--- src/rtl/axis_frame_monitor.sv ---
// AXI4-Stream sink for the XGS capture output: applies a programmable backpressure
// pattern, checks SOF/SOL/EOL/EOF framing and line lengths, and publishes per-frame status.
module axis_frame_monitor #(
  parameter int          DATA_WIDTH = 64,
  parameter int          USER_WIDTH = 4,
  parameter int          CNT_WIDTH  = 16,
  parameter logic [15:0] LFSR_SEED  = 16'hACE1
) (
  input  logic                  aclk,
  input  logic                  aclk_reset_n,
  output logic                  s_axis_tready,
  input  logic [DATA_WIDTH-1:0] s_axis_tdata,
  input  logic                  s_axis_tlast,
  input  logic                  s_axis_tvalid,
  input  logic [USER_WIDTH-1:0] s_axis_tuser,
  input  logic [1:0]            cfg_bp_mode,
  input  logic                  cfg_clear,
  output logic                  frame_done,
  output logic [31:0]           frame_cnt,
  output logic [CNT_WIDTH-1:0]  frame_lines,
  output logic [CNT_WIDTH-1:0]  frame_line_beats,
  output logic [31:0]           frame_checksum,
  output logic [3:0]            err_flags,
  output logic [1:0]            dbg_state
);

  // Handshake: a beat transfers on a rising edge where s_axis_tvalid and s_axis_tready
  // are both high; tready is registered and never looks at tvalid, the source must hold
  // tdata/tuser/tlast stable while tvalid is high and tready is low.

  localparam int NWORDS = DATA_WIDTH / 32;
  localparam logic [CNT_WIDTH-1:0] CNT_MAX = '1;

  typedef enum logic [1:0] {
    ST_IDLE    = 2'd0,
    ST_IN_LINE = 2'd1,
    ST_BETWEEN = 2'd2
  } state_e;

  state_e                state_q, state_d;
  logic [CNT_WIDTH-1:0]  beat_cnt_q, beat_cnt_d;
  logic [CNT_WIDTH-1:0]  line_cnt_q, line_cnt_d;
  logic [CNT_WIDTH-1:0]  ref_beats_q, ref_beats_d;
  logic [31:0]           csum_q, csum_d;
  logic                  frame_done_q, frame_done_d;
  logic [31:0]           frame_cnt_q, frame_cnt_d;
  logic [CNT_WIDTH-1:0]  frame_lines_q, frame_lines_d;
  logic [CNT_WIDTH-1:0]  frame_line_beats_q, frame_line_beats_d;
  logic [31:0]           frame_checksum_q, frame_checksum_d;
  logic [3:0]            err_q, err_d;
  logic [15:0]           lfsr_q, lfsr_d;
  logic                  toggle_q, toggle_d;
  logic                  tready_q, tready_d;

  logic                  accept;
  logic                  sof, eof, sol, eol;
  logic                  take, restart;
  logic [CNT_WIDTH-1:0]  base_beats, base_lines, new_beats;
  logic [31:0]           base_csum, new_csum;

  function automatic logic [31:0] fold_words(input logic [DATA_WIDTH-1:0] d);
    logic [31:0] acc;
    acc = '0;
    for (int i = 0; i < NWORDS; i++) begin
      acc = acc ^ d[i*32 +: 32];
    end
    return acc;
  endfunction

  function automatic logic [CNT_WIDTH-1:0] sat_inc(input logic [CNT_WIDTH-1:0] v);
    return (v == CNT_MAX) ? v : v + CNT_WIDTH'(1);
  endfunction

  assign accept = s_axis_tvalid & tready_q;
  assign sof    = s_axis_tuser[0];
  assign eof    = s_axis_tuser[1];
  assign sol    = s_axis_tuser[2];
  assign eol    = s_axis_tuser[3];

  always_comb begin
    state_d            = state_q;
    beat_cnt_d         = beat_cnt_q;
    line_cnt_d         = line_cnt_q;
    ref_beats_d        = ref_beats_q;
    csum_d             = csum_q;
    frame_done_d       = 1'b0;
    frame_cnt_d        = frame_cnt_q;
    frame_lines_d      = frame_lines_q;
    frame_line_beats_d = frame_line_beats_q;
    frame_checksum_d   = frame_checksum_q;
    err_d              = err_q;
    take               = 1'b0;
    restart            = 1'b0;
    base_beats         = beat_cnt_q;
    base_lines         = line_cnt_q;
    base_csum          = csum_q;
    new_beats          = '0;
    new_csum           = '0;

    // Backpressure sequencing runs every cycle, independent of traffic and clear.
    lfsr_d   = {lfsr_q[14:0], lfsr_q[15] ^ lfsr_q[13] ^ lfsr_q[12] ^ lfsr_q[10]};
    toggle_d = ~toggle_q;
    case (cfg_bp_mode)
      2'd0:    tready_d = 1'b1;
      2'd1:    tready_d = toggle_q;
      2'd2:    tready_d = lfsr_q[0];
      default: tready_d = 1'b0;
    endcase

    if (cfg_clear) begin
      state_d            = ST_IDLE;
      beat_cnt_d         = '0;
      line_cnt_d         = '0;
      ref_beats_d        = '0;
      csum_d             = '0;
      frame_cnt_d        = '0;
      frame_lines_d      = '0;
      frame_line_beats_d = '0;
      frame_checksum_d   = '0;
      err_d              = '0;
    end else if (accept) begin
      case (state_q)
        ST_IDLE: begin
          if (sof && sol) begin
            take    = 1'b1;
            restart = 1'b1;
          end else begin
            err_d[0] = 1'b1;
          end
        end
        ST_IN_LINE: begin
          take = 1'b1;
          if (sof) begin
            err_d[1] = 1'b1;
            restart  = 1'b1;
          end
        end
        ST_BETWEEN: begin
          if (sof) begin
            err_d[1] = 1'b1;
            take     = 1'b1;
            restart  = 1'b1;
          end else if (sol) begin
            take = 1'b1;
          end else begin
            err_d[0] = 1'b1;
          end
        end
        default: state_d = ST_IDLE;
      endcase

      if (take) begin
        // A (re)starting beat is processed as the first beat of a fresh frame.
        if (restart) begin
          base_beats = '0;
          base_lines = '0;
          base_csum  = '0;
        end
        new_beats = sat_inc(base_beats);
        new_csum  = base_csum + fold_words(s_axis_tdata);
        csum_d    = new_csum;
        if ((eol != s_axis_tlast) || (eof && !eol)) begin
          err_d[2] = 1'b1;
        end
        if (eol || eof) begin
          if (base_lines == '0) begin
            ref_beats_d = new_beats;
          end else if (new_beats != ref_beats_q) begin
            err_d[3] = 1'b1;
          end
          line_cnt_d = sat_inc(base_lines);
          beat_cnt_d = '0;
          if (eof) begin
            frame_lines_d      = sat_inc(base_lines);
            frame_line_beats_d = (base_lines == '0) ? new_beats : ref_beats_q;
            frame_checksum_d   = new_csum;
            frame_cnt_d        = frame_cnt_q + 32'd1;
            frame_done_d       = 1'b1;
            state_d            = ST_IDLE;
          end else begin
            state_d = ST_BETWEEN;
          end
        end else begin
          beat_cnt_d = new_beats;
          line_cnt_d = base_lines;
          state_d    = ST_IN_LINE;
        end
      end
    end
  end

  always_ff @(posedge aclk) begin
    if (!aclk_reset_n) begin
      state_q            <= ST_IDLE;
      beat_cnt_q         <= '0;
      line_cnt_q         <= '0;
      ref_beats_q        <= '0;
      csum_q             <= '0;
      frame_done_q       <= 1'b0;
      frame_cnt_q        <= '0;
      frame_lines_q      <= '0;
      frame_line_beats_q <= '0;
      frame_checksum_q   <= '0;
      err_q              <= '0;
      lfsr_q             <= LFSR_SEED;
      toggle_q           <= 1'b1;
      tready_q           <= 1'b0;
    end else begin
      state_q            <= state_d;
      beat_cnt_q         <= beat_cnt_d;
      line_cnt_q         <= line_cnt_d;
      ref_beats_q        <= ref_beats_d;
      csum_q             <= csum_d;
      frame_done_q       <= frame_done_d;
      frame_cnt_q        <= frame_cnt_d;
      frame_lines_q      <= frame_lines_d;
      frame_line_beats_q <= frame_line_beats_d;
      frame_checksum_q   <= frame_checksum_d;
      err_q              <= err_d;
      lfsr_q             <= lfsr_d;
      toggle_q           <= toggle_d;
      tready_q           <= tready_d;
    end
  end

  assign s_axis_tready    = tready_q;
  assign frame_done       = frame_done_q;
  assign frame_cnt        = frame_cnt_q;
  assign frame_lines      = frame_lines_q;
  assign frame_line_beats = frame_line_beats_q;
  assign frame_checksum   = frame_checksum_q;
  assign err_flags        = err_q;
  assign dbg_state        = state_q;

endmodule
--- config.mk ---
export PLATFORM = sky130hd
export DESIGN_NAME = axis_frame_monitor
export DESIGN_NICKNAME = d
export VERILOG_FILES = /design/src/rtl/axis_frame_monitor.sv
export SDC_FILE = /design/constraint.sdc
export NUM_CORES = 1
export LEC_CHECK = 0
export BUFFER_PORTS_ARGS = -buffer_cell sky130_fd_sc_hd__buf_4
export CAP_MARGIN = 30
export CORE_ASPECT_RATIO = 1.5
export CORE_UTILIZATION = 52
export CTS_CLUSTER_SIZE = 24
export DETAILED_ROUTE_END_ITERATION = 12
export GPL_TIMING_DRIVEN = 0
export PLACE_DENSITY = 0.77
export SYNTH_ARGS = -nofsm -noshare
export SYNTH_HDL_FRONTEND = slang
export SYNTH_SLANG_ARGS = --single-unit
--- constraint.sdc ---
create_clock -name aclk -period 4.83 [get_ports aclk]
set_input_delay 0.7245 -clock aclk [delete_from_list [all_inputs] [get_ports aclk]]
set_output_delay 0.7245 -clock aclk [all_outputs]
set_load 0.01 [all_outputs]
==> metrics.txt <==
fin crit share=0.9458; die area=about 21000 µm²; CTS buffer count=21; simple-gate portion of the synthesized area=0.2553; antenna fix cells=0; overall power=3655 µW; worst vdd ir=291.8 µV; fin worst setup slack=0.2618 ns; max-cap viol count=0; XOR/XNOR Fraction of Synth Area=0.1025; cell count after synthesis=between 1k and 1.5k; Hold Crit Class=register to register; Die Y=about 180 µm; critical path class=register to register; initial antenna violation count=0; RSZ-0062 raised after global routing=no; Seq/Total Area, Yosys=0.3712; input/output buffers=about 180; row cnt=64; Compound-Gate Fraction of Synth Area=0.1728; post-synthesis cell type count=74; area leader, netlist=dfxtp_1; Primary FF master, synth=dfxtp_1; Register Area=4026 µm²; share of layout cells above drive strength 1=0.1655; adder-cell share of the synthesized area=0.04686; crit-path cells=inv_1, ha_1, a21oi_2, or3_1, buf_6, clkbuf_4, and2_1, ha_1, fa_1, a21o_1, a221o_1, o2bb2ai_2, a41oi_4, o211ai_4, a31o_1, a41o_1, a211o_1; Buf+Inv Stages, Crit Path=3; CTS Sinks=201; Period minus WS final=4.568 ns; placed inst area=~13000 µm²; DP HPWL=between 20 and 25 mm; cell chosen for the clock root=clkbuf_16; final setup vio count=0; pwr/cell area=between 200 and 300 nW/µm²; max incr delay on CP=0.41 ns; CP delay by family, top=compound AO/OA/AOI/OAI gates; first-pass GRT wire length=49.97 mm; fillers=~1.8k; largest family of logic cells by synthesized area=simple AND/OR/NAND/NOR gates; post-layout util=0.6497; Startpoint Class=register; Placement Setup Slack=-1.194 ns; DRT iter0 DRCs=between 700 and 800; post-synthesis mux area share=0.01581; Crit-path slowest cell=fa_1; # IOs=179; initial core utilization=0.5309; Via density=5.732; P&R area growth vs syn=22.38%; Post-synth EDFFs=0; post-route ant nets=0; GRT Resource Usage Total=0.2951; Synth top area share=0.3712; drt pass-1 iters=5; GR Overflow Total=0; final net count=around 1.7k; area of the core=approximately 20000 µm²; Multi-input gate area=about 6500 µm²; synth top area cells=dfxtp_1 (37%), nand2_1 (7.1%), xor2_1 (6.9%), a21oi_1 (5.5%), nor2_1 (5.4%); Worst Path Required=5.22 ns; most frequent CP cell=ha_1; residual DRC count=0; CTS clock-pin slew for the worst setup and hold paths=roughly 0.06 ns; vias in the first global route=roughly 10k; CP Max Fanout=36; post-synth net total=1464; Synth Warn #=0; Worst Clk Skew=0.01105 ns; CTS tree=built; final instance area=approximately 13000 µm²; final hold viol count=0; worst slew pin tran=around 0.86 ns; critical path arrival=between 4 and 5 ns; Max Root-Sink Buffers=3; die width=around 120 µm; status=finished clean; H-tree levels=1; syn_area_per_cell=8.036 µm²; #FFs+latches synth=~200; Detailed Route WL=between 30 and 40 mm; clock latency on the worst-skew pair=~0.51 ns; largest net degree at the start of global routing=28; Peak Freq=218.9 MHz; Post-Syn Area=between 10000 and 15000 µm²; R2R setup slack=~0.26 ns; CP endpoint kind=register; asr flop ratio synth=0; via count=approximately 10k; static leakage=0.005303 µW; final setup TNS=0 ns; Rel. slew slack=0.4231; Max Slew Vio Count=0; DR WL/cell=17.54 µm; placer congestion estimate=around 0.95
## repair_timing
action	CTS	global route
hold buffers	0	0
hold endpoints to repair	0	0
setup endpoints to repair	44	13
pin swaps	1	3
gates resized for setup	11	4
setup buffers	1	2
## per-layer routing
layer	up-vias	wire length [µm]	track usage
met1	4864	12240	0.3206
met5	-	0	0
met3	111	1867	0.03721
li1	5087	-	-
met2	422	15800	0.5311
met4	0	2177	0.2042
## metrics by stage
step	hold WS [ns]	instances
floorplan	0.3533	1349
global placement	0.3610	1791
detailed placement	0.3646	1791
CTS	0.3779	1828
global route	0.3868	1829
finish	0.3815	1829
## sequential cells by signal (all words and copies together) (netlist names), 2 cells and up
name / count
line_cnt_q: 16
frame_lines: 16
beat_cnt_q: 16
frame_checksum: 32
frame_line_beats: 16
dbg_state: 2
ref_beats_q: 16
lfsr_q: 16
frame_cnt: 32
err_flags: 4
csum_q: 32
## final timing paths
path	end	from	cells after the start
worst max register to register	csum_q[24]	dbg_state[0]	17
worst min register to register	toggle_q	toggle_q	1
worst max-delay path	csum_q[24]	dbg_state[0]	17
worst min-delay path	toggle_q	toggle_q	1
## placed cells by master (no fill, tap or decap), drive strengths merged, types with 4 or more instances in the layout
| master | instances |
|---|---|
| a211oi | 33 |
| a21o | 11 |
| a21oi | 120 |
| a22oi | 22 |
| a311oi | 4 |
| a31oi | 14 |
| a32oi | 7 |
| and2 | 46 |
| and3 | 23 |
| and4 | 11 |
| buf | 194 |
| clkbuf | 91 |
| clkinv | 6 |
| dfxtp | 201 |
| ha | 39 |
| inv | 19 |
| mux2i | 16 |
| nand2 | 207 |
| nand2b | 17 |
| nand3 | 44 |
| nand4 | 25 |
| nor2 | 156 |
| nor2b | 6 |
| nor3 | 21 |
| nor4 | 9 |
| o21a | 6 |
| o21ai | 39 |
| o21bai | 4 |
| or3 | 7 |
| xnor2 | 41 |
| xor2 | 85 |
## final cells by class
| class | instances | share of cell area |
|---|---|---|
| repair buffers | 181 | 0.1024 |
| multi-input cells | 1051 | 0.4887 |
| well taps | 264 | 0.02490 |
| clock buffers | 28 | 0.04386 |
| plain buffers | 76 | 0.02348 |
| inverters | 18 | 0.005093 |
| clock inverters | 10 | 0.008017 |
| flip-flops and latches | 201 | 0.3035 |
## synth_stat cells, types with 4 or more instances
master	instances
inv_1	18
mux2i_1	16
xor2_1	85
or3_1	7
buf_2	8
nand2_1	206
and2_1	46
and4_1	11
nor3_1	19
a22oi_1	22
a211oi_1	33
nor2_1	155
o21a_1	6
nor4_1	6
nand2b_1	17
o21bai_1	4
buf_1	5
a21o_1	11
o21ai_0	37
a21oi_1	119
nor2b_1	6
a31oi_1	13
dfxtp_1	201
clkbuf_1	64
nand3_1	44
a32oi_1	7
and3_1	22
xnor2_1	40
nand4_1	24
ha_1	39
## logic make-up after synthesis
kind of cell    after synthesis
compound gates              287
fa+ha+maj                    40
mux                          17
xor+xnor                    126
buf+inv                      97
flops                       201
simple gates                581
## report_power, final
group | switching (µW) | total [µW] | internal [µW]
combinational | 203 | 330 | 127
sequential | 7.30 | 1680 | 1670
clock | 688 | 1640 | 957
Power figures use the tool's default switching activity.
